## config.mk

```make
export PLATFORM = sky130hd
export DESIGN_NAME = hazard_scoreboard
export DESIGN_NICKNAME = d
export VERILOG_FILES = /design/src/rtl/hazard_scoreboard.sv
export SDC_FILE = /design/constraint.sdc
export NUM_CORES = 1
export LEC_CHECK = 0
export BUFFER_PORTS_ARGS = -buffer_cell sky130_fd_sc_hd__buf_2
export CORE_MARGIN = 2
export CORE_UTILIZATION = 60
export DETAILED_ROUTE_END_ITERATION = 6
export HOLD_SLACK_MARGIN = 0.08
export PLACE_DENSITY = 0.81
export SYNTH_ARGS = -nofsm -noshare
export SYNTH_HDL_FRONTEND = slang
export SYNTH_SLANG_ARGS = --single-unit
```

## constraint.sdc

```tcl
create_clock -name clk -period 4.89 [get_ports clk]
set_input_delay 1.2225 -clock clk [delete_from_list [all_inputs] [get_ports clk]]
set_output_delay 1.2225 -clock clk [all_outputs]
set_load 0.02 [all_outputs]
```

## src/rtl/hazard_scoreboard.sv

```systemverilog
// Register scoreboard and issue controller between decode and execute.
// Counts outstanding writes per register, gates issue on hazards, and offers a drain handshake.
module hazard_scoreboard #(
  parameter int W_RD  = 4,
  parameter int CNT_W = 2
) (
  input  logic                 clk,
  input  logic                 reset,
  input  logic                 v_i,
  input  logic [W_RD-1:0]      rs0_i,
  input  logic                 rs0_use_i,
  input  logic [W_RD-1:0]      rs1_i,
  input  logic                 rs1_use_i,
  input  logic [W_RD-1:0]      rd_i,
  input  logic                 rd_use_i,
  input  logic                 stall_i,
  input  logic                 flush_i,
  input  logic                 wb_i,
  input  logic [W_RD-1:0]      wb_r_i,
  input  logic                 drain_i,
  output logic                 issue_o,
  output logic                 stall_o,
  output logic [2**W_RD-1:0]   busy_o,
  output logic                 drain_done_o,
  output logic                 err_o
);

  localparam int N_REG = 2**W_RD;
  localparam logic [CNT_W-1:0] MAXC = '1;
  localparam logic [CNT_W-1:0] ONE  = CNT_W'(1);

  typedef enum logic [1:0] {RUN, DRAIN, DONE} state_t;

  state_t           state, state_nxt;
  logic [CNT_W-1:0] cnt     [N_REG];
  logic [CNT_W-1:0] cnt_nxt [N_REG];
  logic [N_REG-1:0] inc_vec, dec_vec, busy_nxt;
  logic             err_set, all_idle_nxt, run_nxt;
  logic             rs0_rdy, rs1_rdy, rd_ok;
  logic             wb_rs0, wb_rs1, wb_rd;

  assign wb_rs0 = wb_i && (wb_r_i == rs0_i);
  assign wb_rs1 = wb_i && (wb_r_i == rs1_i);
  assign wb_rd  = wb_i && (wb_r_i == rd_i);

  // A last pending write retiring this cycle is forwarded by the register file.
  assign rs0_rdy = !rs0_use_i || (cnt[rs0_i] == '0) || ((cnt[rs0_i] == ONE) && wb_rs0);
  assign rs1_rdy = !rs1_use_i || (cnt[rs1_i] == '0) || ((cnt[rs1_i] == ONE) && wb_rs1);
  assign rd_ok   = !rd_use_i  || (cnt[rd_i] != MAXC) || wb_rd;

  // Issue is judged against the next FSM state; every state heads to RUN exactly when drain_i is low.
  assign run_nxt = !drain_i;
  assign issue_o = run_nxt && v_i && !stall_i && !flush_i && rs0_rdy && rs1_rdy && rd_ok;
  assign stall_o = v_i && !issue_o && !flush_i;

  always_comb begin
    inc_vec = '0;
    dec_vec = '0;
    if (issue_o && rd_use_i) inc_vec[rd_i] = 1'b1;
    if (wb_i)                dec_vec[wb_r_i] = 1'b1;
  end

  always_comb begin
    err_set      = 1'b0;
    all_idle_nxt = 1'b1;
    busy_nxt     = '0;
    for (int r = 0; r < N_REG; r++) begin
      cnt_nxt[r] = cnt[r];
      if (inc_vec[r] && !dec_vec[r]) begin
        cnt_nxt[r] = (cnt[r] == MAXC) ? MAXC : cnt[r] + ONE;
      end else if (!inc_vec[r] && dec_vec[r]) begin
        if (cnt[r] == '0) err_set = 1'b1;
        else              cnt_nxt[r] = cnt[r] - ONE;
      end
      busy_nxt[r] = (cnt_nxt[r] != '0);
      if (cnt_nxt[r] != '0) all_idle_nxt = 1'b0;
    end
  end

  always_comb begin
    state_nxt = state;
    unique case (state)
      RUN:     if (drain_i) state_nxt = DRAIN;
      DRAIN: begin
        if (!drain_i)          state_nxt = RUN;
        else if (all_idle_nxt) state_nxt = DONE;
      end
      DONE:    if (!drain_i) state_nxt = RUN;
      default: state_nxt = RUN;
    endcase
  end

  always_ff @(posedge clk) begin
    if (!reset) begin
      state        <= RUN;
      busy_o       <= '0;
      drain_done_o <= 1'b0;
      err_o        <= 1'b0;
      for (int r = 0; r < N_REG; r++) cnt[r] <= '0;
    end else begin
      state        <= state_nxt;
      busy_o       <= busy_nxt;
      drain_done_o <= (state_nxt == DONE);
      err_o        <= err_o | err_set;
      for (int r = 0; r < N_REG; r++) cnt[r] <= cnt_nxt[r];
    end
  end

endmodule
```

After elaboration in Yosys (flattened, before gate mapping)
Memory sizes are Yosys's and may differ from the RTL's. Cells that the tools add are included.

Bits in registers: 20. Latch bits: 0. Bits in writable memories: 32. ROM bits: 0. Input port bits: 26. Output and inout bits: 20. Word-level logic and storage cells: 368. Memories: 1.

$add $sub $neg: 32. $mul: 0. Divide/modulo/power cells: 0. Magnitude comparators: 4. Equality and inequality tests: 25. Shift operators: 0. Muxes and demuxes: 157. Bitwise gates (word level): 17. Reduce and logical (&&, ||, !) cells: 128.

Memory list: cnt (depth 16, bits a word 2, rd ports 19, clocked after memory_dff 0, wr ports 16, line 35) `logic [CNT_W-1:0] cnt [N_REG];`.

Operators with widths (number): two-way mux 2 bit (84); two-way mux 1 bit (68); logical AND 1 bit (48); logical NOT 1 bit (39); logical NOT 2 bit (19); == test 2 bit, second input constant (18); adder 2 x 1 -> 2 bit, second input constant (16); two-way mux 16 bit (2); nonzero test 2 bit (16); subtractor 2 x 1 -> 2 bit, second input constant (16); bitwise OR 1 bit (17); == test 4 bit (3); less-than comparator 4 x 5 -> 1 bit, second input constant (2); demux 1 bit (select 4 bit) (2); >= comparator 4 x 1 -> 1 bit, second input constant (2); == test 2 x 1 -> 1 bit, second input constant (3); logical OR 1 bit (6); case mux 2 bit (3 select lines) (1); != test 2 bit, second input constant (1).

Longest topological paths before layout
Gate-level depths: netlist of run 1.

Depth after elaboration: 59. Mapped depth: 15. Mapped depth without buffers: 11.

Worst setup path after synthesis of run 1
Ideal clock, no wire load.

Path type: input to output. Start point: input port rs1_i[3]. End point: output port stall_o. Data arrival time: 3553 ps. Required time: 3668 ps. Setup slack: 114 ps. Stages on the path: 11. Buffers on the path: 4. Cell sequence: buf_2 > mux4_2 > mux2i_1 > mux2i_1 > a21o_1 > buf_4 > a211oi_4 > buf_2 > buf_2 > and2_1 > nor3b_1.

Longest elaborated chain between the ends: 9. Elaborated cells between the ends (all ways): 13. Those cells by class: eq/ne: 2; reduce/logical: 10; memory: 1.

RTL lines: start: declaration (line 12) `input logic [W_RD-1:0] rs1_i,`; memory read (16 x 2 bit) / == test 4 bit (equally long branches); == test 2 x 1 -> 1 bit, or another cell as far along (line 48) `assign rs1_rdy = !rs1_use_i || (cnt[rs1_i] == '0) || ((cnt[rs1_i] == ONE) && wb_rs1);`; logical AND 1 bit / logical OR 1 bit (equally long branches) (line 48); logical OR 1 bit (*) (line 48); logical AND 1 bit (*) (2 in a row) (line 53) `assign issue_o = run_nxt && v_i && !stall_i && !flush_i && rs0_rdy && rs1_rdy && rd_ok;`; named net issue_o (line 21) `output logic issue_o,`; logical NOT 1 bit (*) (line 54) `assign stall_o = v_i && !issue_o && !flush_i;`; logical AND 1 bit (*) (2 in a row) (line 54); end: declaration (line 22) `output logic stall_o,`.

The timed path passes the listed nets; every way through them passes the cells marked *.

Worst setup path after layout of run 1
Start point: input port rs1_i[2]. End point: register state[1].

Longest elaborated chain between the ends: 32. Elaborated cells between the ends (all ways): 127. Those cells by class: eq/ne: 2; mux: 52; reduce/logical: 72; memory: 1.

RTL lines: memory read (16 x 2 bit) / == test 4 bit (equally long branches); == test 2 x 1 -> 1 bit, or another cell as far along (line 48); logical AND 1 bit / logical OR 1 bit (equally long branches) (line 48); logical OR 1 bit (*) (line 48); logical AND 1 bit (*) (2 in a row) (line 53); logical AND 1 bit (*) (line 59) `if (issue_o && rd_use_i) inc_vec[rd_i] = 1'b1;`; two-way mux 16 bit (*) (line 59); logical NOT 1 bit (line 71) `end else if (!inc_vec[r] && dec_vec[r]) begin`; logical AND 1 bit (line 71); two-way mux 2 bit (line 71); two-way mux 2 bit (line 69) `if (inc_vec[r] && !dec_vec[r]) begin`; nonzero test 2 bit (line 76) `if (cnt_nxt[r] != '0) all_idle_nxt = 1'b0;`; two-way mux 1 bit (15 in a row) (line 76); two-way mux 1 bit (*) (line 76); two-way mux 2 bit (*) (line 86) `else if (all_idle_nxt) state_nxt = DONE;`; two-way mux 2 bit (*) (line 85) `if (!drain_i) state_nxt = RUN;`; case mux 2 bit (3 select lines) (*) (line 82) `unique case (state)`; end signal: assignment (line 101) `state <= state_nxt;`; end: declaration (line 34) `state_t state, state_nxt;`.

Mark *: on every way between the ends. The rest lies on a longest branch, timed or not. A chain may end at the register's enable or synchronous reset.

==> results.md, run 1 <==
- Reg clk slew, reported paths: 0.10 ns
- Setup_tns: 0 ns
- Die H: between 80 and 90 um
- Kind of critical path: in2reg
- Latest clock arrival within the worst-skew pair: ~0.32 ns
- Top_reg_cell synth: dfxtp_1
- Post-cts resize count: 0
- Layout cells sized above 1: 23.4%
- Hold slack: ~0.47 ns
- CP endpoint kind: flop
- CP max FO: 8
- Final WL: roughly 16 mm
- Initial DRC Count: 520
- Dominant cell type by area after synthesis: dfxtp_1
- Setup WS pre-CTS: -0.139 ns
- Min-delay worst type: reg2reg
- Most instantiated cells after synthesis: 52 x dfxtp_1, 47 x nand2_1, 46 x nor2_1
- Nets@finish: 619
- CTS tree: done
- RSZ-0062 raised after global routing: no
- Pwr/cell area: 170 nW/um^2
- Post-synth top area share: 23.6%
- Lkg Pwr: 1.94 nW
- Antenna diodes: 0
- Initial core utilization: 61.4%
- First-pass GRT wire length: 24.7 mm
- CTS max path bufs: 2
- Syn nets: 570
- Yosys reg bits: 52
- DIE WIDTH: ~90 um
- Crit Reg-Reg Endpoint: state[1]
- Die footprint: 8050 sq um
- Final core occ: 68.6%
- FF/Latch Area: approximately 1000 sq um
- TritonRoute pass-1 iters: 5
- Clock tree sinks: 52
- Post-CTS Setup Bufs: 0
- Final Worst Setup Slack: 0.107 ns
- R2r startpoint: cnt[1][0]
- Relative slew slack: between 20% and 30%
- Gp weighted congestion: 1.11
- Reg2Reg Depth: 13
- Port bufs: 45
- Vias in the first global route: 4,535
- Async SR Flop Fraction: 0%
- CTS H-tree depth: 2
- Status: completed
- Initial antenna violation count: 0
- I/O pins: 46
- Detail Route Antenna Nets: 0
- Core area: approximately 7200 sq um
- Min cycle time layout: 4.78 ns
- Wire per inst: 22.9 um
- Top post-synthesis cells by area: dfxtp_1 24%, mux4_2 10%, nand2_1 4.0%
- Worst-path cell with the longest stage delay: a2111oi_0
- Root Driver: clkbuf_8
- Multi-input logic area: 3120 sq um
- Fin. Hold Viols: 0
- Setup violators final: 0
- VDD IR max: about 0.00014 V
- Slowest stage delay, CP: 0.66 ns
- Residual DRC: 0
- Largest net degree at the start of global routing: 35
- Crit share post-route: 97.8%
- Worst Tran Pin Value: 1.14 ns
- Cts bufs inserted: 5
- Skew final: 0.00705 ns
- Ys Warns: 0
- Area grow syn2layout: 11.6%
- Cell variety after synth: 71
- Crit-path cells: buf_2 > mux4_2 > o22ai_1 > o22ai_1 > a21o_1 > buf_4 > a2111oi_0 > buf_4 > mux2i_1 > o211ai_1 > nor4_1 > nand4_1 > or3_1 > a21oi_1
- Synth Cell Area: 4410 sq um
- GRT overflow: 0
- Post-CTS Hold Buffers: 0
- Vias: 4,820
- CP startpoint: rs1_i[2]
- Final number of max-transition violations: 0
- Maxcap violations: 0
- FMAX: between 200 and 250 MHz
- Power after layout: 0.836 mW
- Reg-to-reg setup timing slack: 0.79 ns
- CP required: 5.14 ns
- Count leader, synth: dfxtp_1
- Post-DP HPWL: 12.4 mm
- Critical path arrival: 5.04 ns
- Synth Instances: 544
- Site row count: 31
- Vias per cell: 6.97
- Critical path launch point type: input port
- All-Layer GR Usage: between 30% and 40%
- Number of synthesized flops with an enable pin: 0
- Register area share after synthesis: a little under a quarter
- Fill count: slightly above 600
- Last element of the critical path: state[1]
- Synth Area per Inst: 8.10 sq um
==> flip-flops by register name (all words and copies together), names as in the netlist <==
signal,cells
drain_done_o,1
cnt,32
busy_o,16
err_o,1
state,2
==> critical path: cells and delay by family <==
kind	cells	cell delay [ns]
AND/OR/NAND/NOR	3	0.88
buffers and inverters	3	0.61
AO/OA/AOI/OAI	6	1.59
multiplexers	2	0.73
==> placed cells by master (no fill, tap or decap), types with 5 or more instances in the layout <==
cell / netlist / final
or3_1: 5 / 5
a21oi_1: 30 / 30
o21ai_0: 24 / 24
or2_2: 11 / 11
nor2_1: 46 / 46
a31oi_1: 13 / 13
nand2b_1: 5 / 5
buf_4: 7 / 36
nor3_1: 26 / 26
a21o_1: 6 / 6
xnor2_1: 6 / 6
and3_1: 6 / 6
clkbuf_8: 0 / 5
mux2i_1: 16 / 16
xor2_1: 11 / 11
nor3b_1: 5 / 5
nor4_1: 5 / 5
inv_1: 15 / 15
a211o_1: 5 / 5
o22ai_1: 5 / 5
mux2_2: 7 / 7
nor2b_1: 7 / 7
o2111ai_1: 9 / 9
nand4_1: 10 / 10
buf_2: 9 / 45
nand2_1: 47 / 47
nand3_1: 20 / 20
dfxtp_1: 52 / 52
mux4_2: 20 / 20
o211ai_1: 6 / 6
and2_1: 25 / 25
==> worst min path at each step <==
| stage | startpoint | end | cells past startpoint |
|---|---|---|---|
| 2_1_floorplan | state[1] | state[0] | 1 |
| 3_3_place_gp | state[1] | state[0] | 1 |
| 4_1_cts | state[1] | state[0] | 1 |
| 3_5_place_dp | state[1] | state[0] | 1 |
| 5_1_grt | state[1] | state[0] | 1 |
| 6_report | state[1] | state[0] | 1 |
==> through the flow <==
| step | area (sq um) | instances |
|---|---|---|
| after floorplan | 4410 | 544 |
| after global placement | 4840 | 685 |
| after detailed placement | 4840 | 685 |
| after CTS | 4920 | 692 |
| after global routing | 4920 | 692 |
| final | 4920 | 692 |
==> power by group <==
part	switching [mW]	internal (mW)
clock network	0.149	0.100
logic	0.102	0.0578
registers	0.00181	0.426
==> metal layers <==
| metal | wire (um) | part of all wire [%] | GRT usage (%) | vias up |
|---|---|---|---|---|
| li1 | - | - | - | 2155 |
| met1 | 6210 | 39 | 51.1 | 2239 |
| met2 | 6950 | 44 | 62.2 | 365 |
| met3 | 1860 | 12 | 8.72 | 61 |
| met4 | 812 | 5.1 | 19.9 | 0 |
| met5 | 0 | 0 | 0 | - |
==> cell families (layout without fill, tap and decap cells) <==
| group | count (synthesis) | in the layout | synth area share [%] |
|---|---|---|---|
| flip-flops | 52 | 52 | 23.6 |
| buffers and inverters | 54 | 103 | 5.62 |
| XOR/XNOR | 17 | 17 | 3.38 |
| AO/OA/AOI/OAI | 143 | 143 | 23.9 |
| AND/OR/NAND/NOR | 235 | 235 | 27.9 |
| multiplexers | 43 | 43 | 15.6 |
==> area by class of cell <==
cell class	instances	share of cell area [%]
Multi-Input combinational cell	438	63.4
Clock buffer	5	1.40
Tap cell	99	2.52
Inverter	15	1.14
Clock inverter	2	0.331
Sequential cell	52	21.2
Timing Repair Buffer	81	10.1
No activity file was read; power rests on OpenSTA's default activity.
==> run 2: changes to the inputs <==
==> constraint.sdc (replaced) <==
create_clock -name clk -period 4.89 [get_ports clk]
set_input_delay 0.978 -clock clk [delete_from_list [all_inputs] [get_ports clk]]
set_output_delay 0.978 -clock clk [all_outputs]
set_load 0.02 [all_outputs]
==> run 2 against run 1 <==
Compared with the run above:
- critical path depth decreased by 2
- sequential power is essentially flat
- worst hold slack worse by 0.00084 ns
- register-to-register slack worse by 0.02 ns
- largest power group unchanged
- combinational power is 6% lower
==> results.md, run 2 (same netlist as run 1, synthesis figures left out) <==
- Status: completed
- VDD IR max: 0.000134 V (-7.3%)
- CTS max path bufs: 2 (unchanged)
- Latest clock arrival within the worst-skew pair: 0.32 ns (about the same)
- Post-cts resize count: 0 (unchanged)
- All-Layer GR Usage: 39.0% (-0.34 points)
- Total net switching power: 0.264 mW (+4.6%)
- FF/Latch Area: 1040 sq um (unchanged)
- Clock Power Share: 35.6% (+5.8 points)
- Gp weighted congestion: 1.04 (-6.2%)
- Worst path bufs/invs: 1 (-2)
- CP max FO: 13 (+5)
- Slowest stage delay, CP: 0.65 ns (about the same)
- Post-CTS Setup Bufs: 0 (unchanged)
- Site row count: 31 (unchanged)
- Final WL: 15.9 mm (+0.32%)
- Max reg flops: 32 (unchanged)
- Sequential share of power: 47.6% (-3.5 points)
- Largest net degree at the start of global routing: 29 (-17%)
- Post-DP HPWL: 12.1 mm (-2.5%)
- Initial core utilization: 61.4% (unchanged)
- Sw frac: 29.4% (-0.85 points)
- P_int: 0.635 mW (+8.9%)
- Vias: 4,806 (-0.29%)
- Comb pwr share: 16.8% (-2.3 points)
- Worst Tran Pin Value: 0.786 ns (-0.351 ns)
- Residual DRC: 0 (unchanged)
- Root Driver: clkbuf_8
- Worst-path cell with the longest stage delay: nor2b_1
- Initial DRC Count: 633 (+22%)
- Wire per inst: 23.5 um (+2.7%)
- Die H: 89.7 um (unchanged)
- Initial antenna violation count: 1 (+1)
- Fin. Hold Viols: 0 (unchanged)
- Commonest non-fill, non-tap cells in the layout: 52 x dfxtp_1, 47 x nand2_1, 46 x nor2_1
- Pwr/cell area: 186 nW/um^2 (+9.7%)
- Final core occ: 67.3% (-1.3 points)
- Top flop regs: cnt x32, busy_o x16, state x2
- Fill count: 614 (+1.7%)
- CTS tree: done
- Nets@finish: 602 (-2.7%)
- Cts bufs inserted: 5 (unchanged)
- Lkg Pwr: 1.87 nW (-3.4%)
- I/O pins: 46 (unchanged)
- Min-delay worst type: reg2reg
- Setup WS pre-CTS: -0.00996 ns (+0.129 ns)
- Final Worst Setup Slack: 0.243 ns (+0.136 ns)
- Commonest non-fill, non-tap cell in the layout: dfxtp_1
- Min cycle time layout: 4.65 ns (-0.136 ns)
- Area grow syn2layout: 9.51%
- RSZ-0062 raised after global routing: no
- Relative slew slack: 47.5% (+23 points)
- Final number of max-transition violations: 0 (unchanged)
- Maxcap violations: 0 (unchanged)
- Reg clk slew, reported paths: 0.11 ns (about the same)
- Kind of critical path: in2reg
- GRT overflow: 0 (unchanged)
- First-pass GRT wire length: 24.5 mm (-0.75%)
- Core area: 7180 sq um (unchanged)
- Clock tree sinks: 52 (unchanged)
- Layout cells sized above 1: 21.3% (-2.1 points)
- FMAX: 215 MHz (+2.9%)
- Port bufs: 45 (unchanged)
- Skew final: 0.0129 ns (+0.00588 ns)
- TritonRoute pass-1 iters: 6 (+1)
- Detail Route Antenna Nets: 0 (unchanged)
- Vias in the first global route: 4,495 (-0.88%)
- Top reg by flops: cnt
- Critical path's top delay family: simple AND/OR/NAND/NOR gates
- Critical path launch point type: input port
- Setup violators final: 0 (unchanged)
- Crit-path cells: buf_2 > nor2b_1 > a22o_1 > nor2_2 > nor3_4 > a211oi_4 > a31o_2 > a221o_1 > nor4b_1 > nand4_1 > or3_1 > a21oi_1
- Crit share post-route: 95.0% (-2.8 points)
- Die footprint: 8050 sq um (unchanged)
- DIE WIDTH: 89.7 um (unchanged)
- Critical path arrival: 4.91 ns (-0.13 ns)
- Vias per cell: 7.11 (+2.1%)
- Antenna diodes: 0 (unchanged)
- CTS H-tree depth: 2 (unchanged)
- Post-CTS Hold Buffers: 0 (unchanged)
- Hold slack: 0.470 ns (-0.000836 ns)
- CP required: 5.15 ns (about the same)
- CP endpoint kind: flop
- Multi-input logic area: 3120 sq um (unchanged)
run 2: cell count changes in the layout (fill, tap and decap cells not counted), sizes merged:
cell,change
buf,-17
clkinvlp,-1
inv,+1
bufinv,+1
run 2: per-layer routing:
| layer | track usage [%] | vias to the layer above | wire (um) |
|---|---|---|---|
| li1 | - | 2118 | - |
| met1 | 51.9 | 2261 | 6050 |
| met2 | 63.3 | 355 | 7250 |
| met3 | 5.95 | 70 | 1880 |
| met4 | 17.4 | 2 | 680 |
| met5 | 0 | - | 12 |
run 2: worst reg2reg max path, cell delays in order (launching register included):
cell      delay, ns
dfxtp_1        0.65
mux4_2         0.34
mux2i_1        0.06
mux2_2         0.31
nor3_4         0.55
a211oi_4       0.16
a31o_2         0.31
a221o_1        0.38
nor4b_1        0.58
nand4_1        0.19
or3_1          0.39
a21oi_1        0.15
run 2: power groups by stage:
stage	logic, mW	clock network [mW]	registers, mW
final	0.151	0.321	0.428
after detailed placement	0.146	0	0.437
after global routing	0.160	0.339	0.428
after floorplan	0.0997	0	0.439
after CTS	0.147	0.325	0.428
after global placement	0.144	0	0.437
run 2: worst paths after layout:
check / startpoint / endpoint / slack, ns / depth (start not counted)
min reg2reg: state[1] / state[0] / 0.47 / 1
max reg2reg: cnt[1][0] / state[1] / 0.77 / 11
min: state[1] / state[0] / 0.47 / 1
max: rd_i[2] / state[1] / 0.24 / 12
run 2: metrics by stage:
stage | instance area, sq um | setup TNS (ns) | std cells | power (mW)
5_1_grt | 4830 | 0 | 676 | 0.927
3_3_place_gp | 4710 | -0.0103 | 668 | 0.582
2_1_floorplan | 4410 | 0 | 544 | 0.538
4_1_cts | 4830 | 0 | 676 | 0.899
3_5_place_dp | 4710 | -0.0177 | 668 | 0.583
6_report | 4830 | 0 | 676 | 0.899
run 2: final cells by class:
type                    count  area share (%)
inverters                  15            1.17
flip-flops and latches     52            21.6
clock inverters             3            1.04
well taps                  99            2.57
multi-input cells         438            64.6
clock buffers               5            1.43
repair buffers             64            7.62
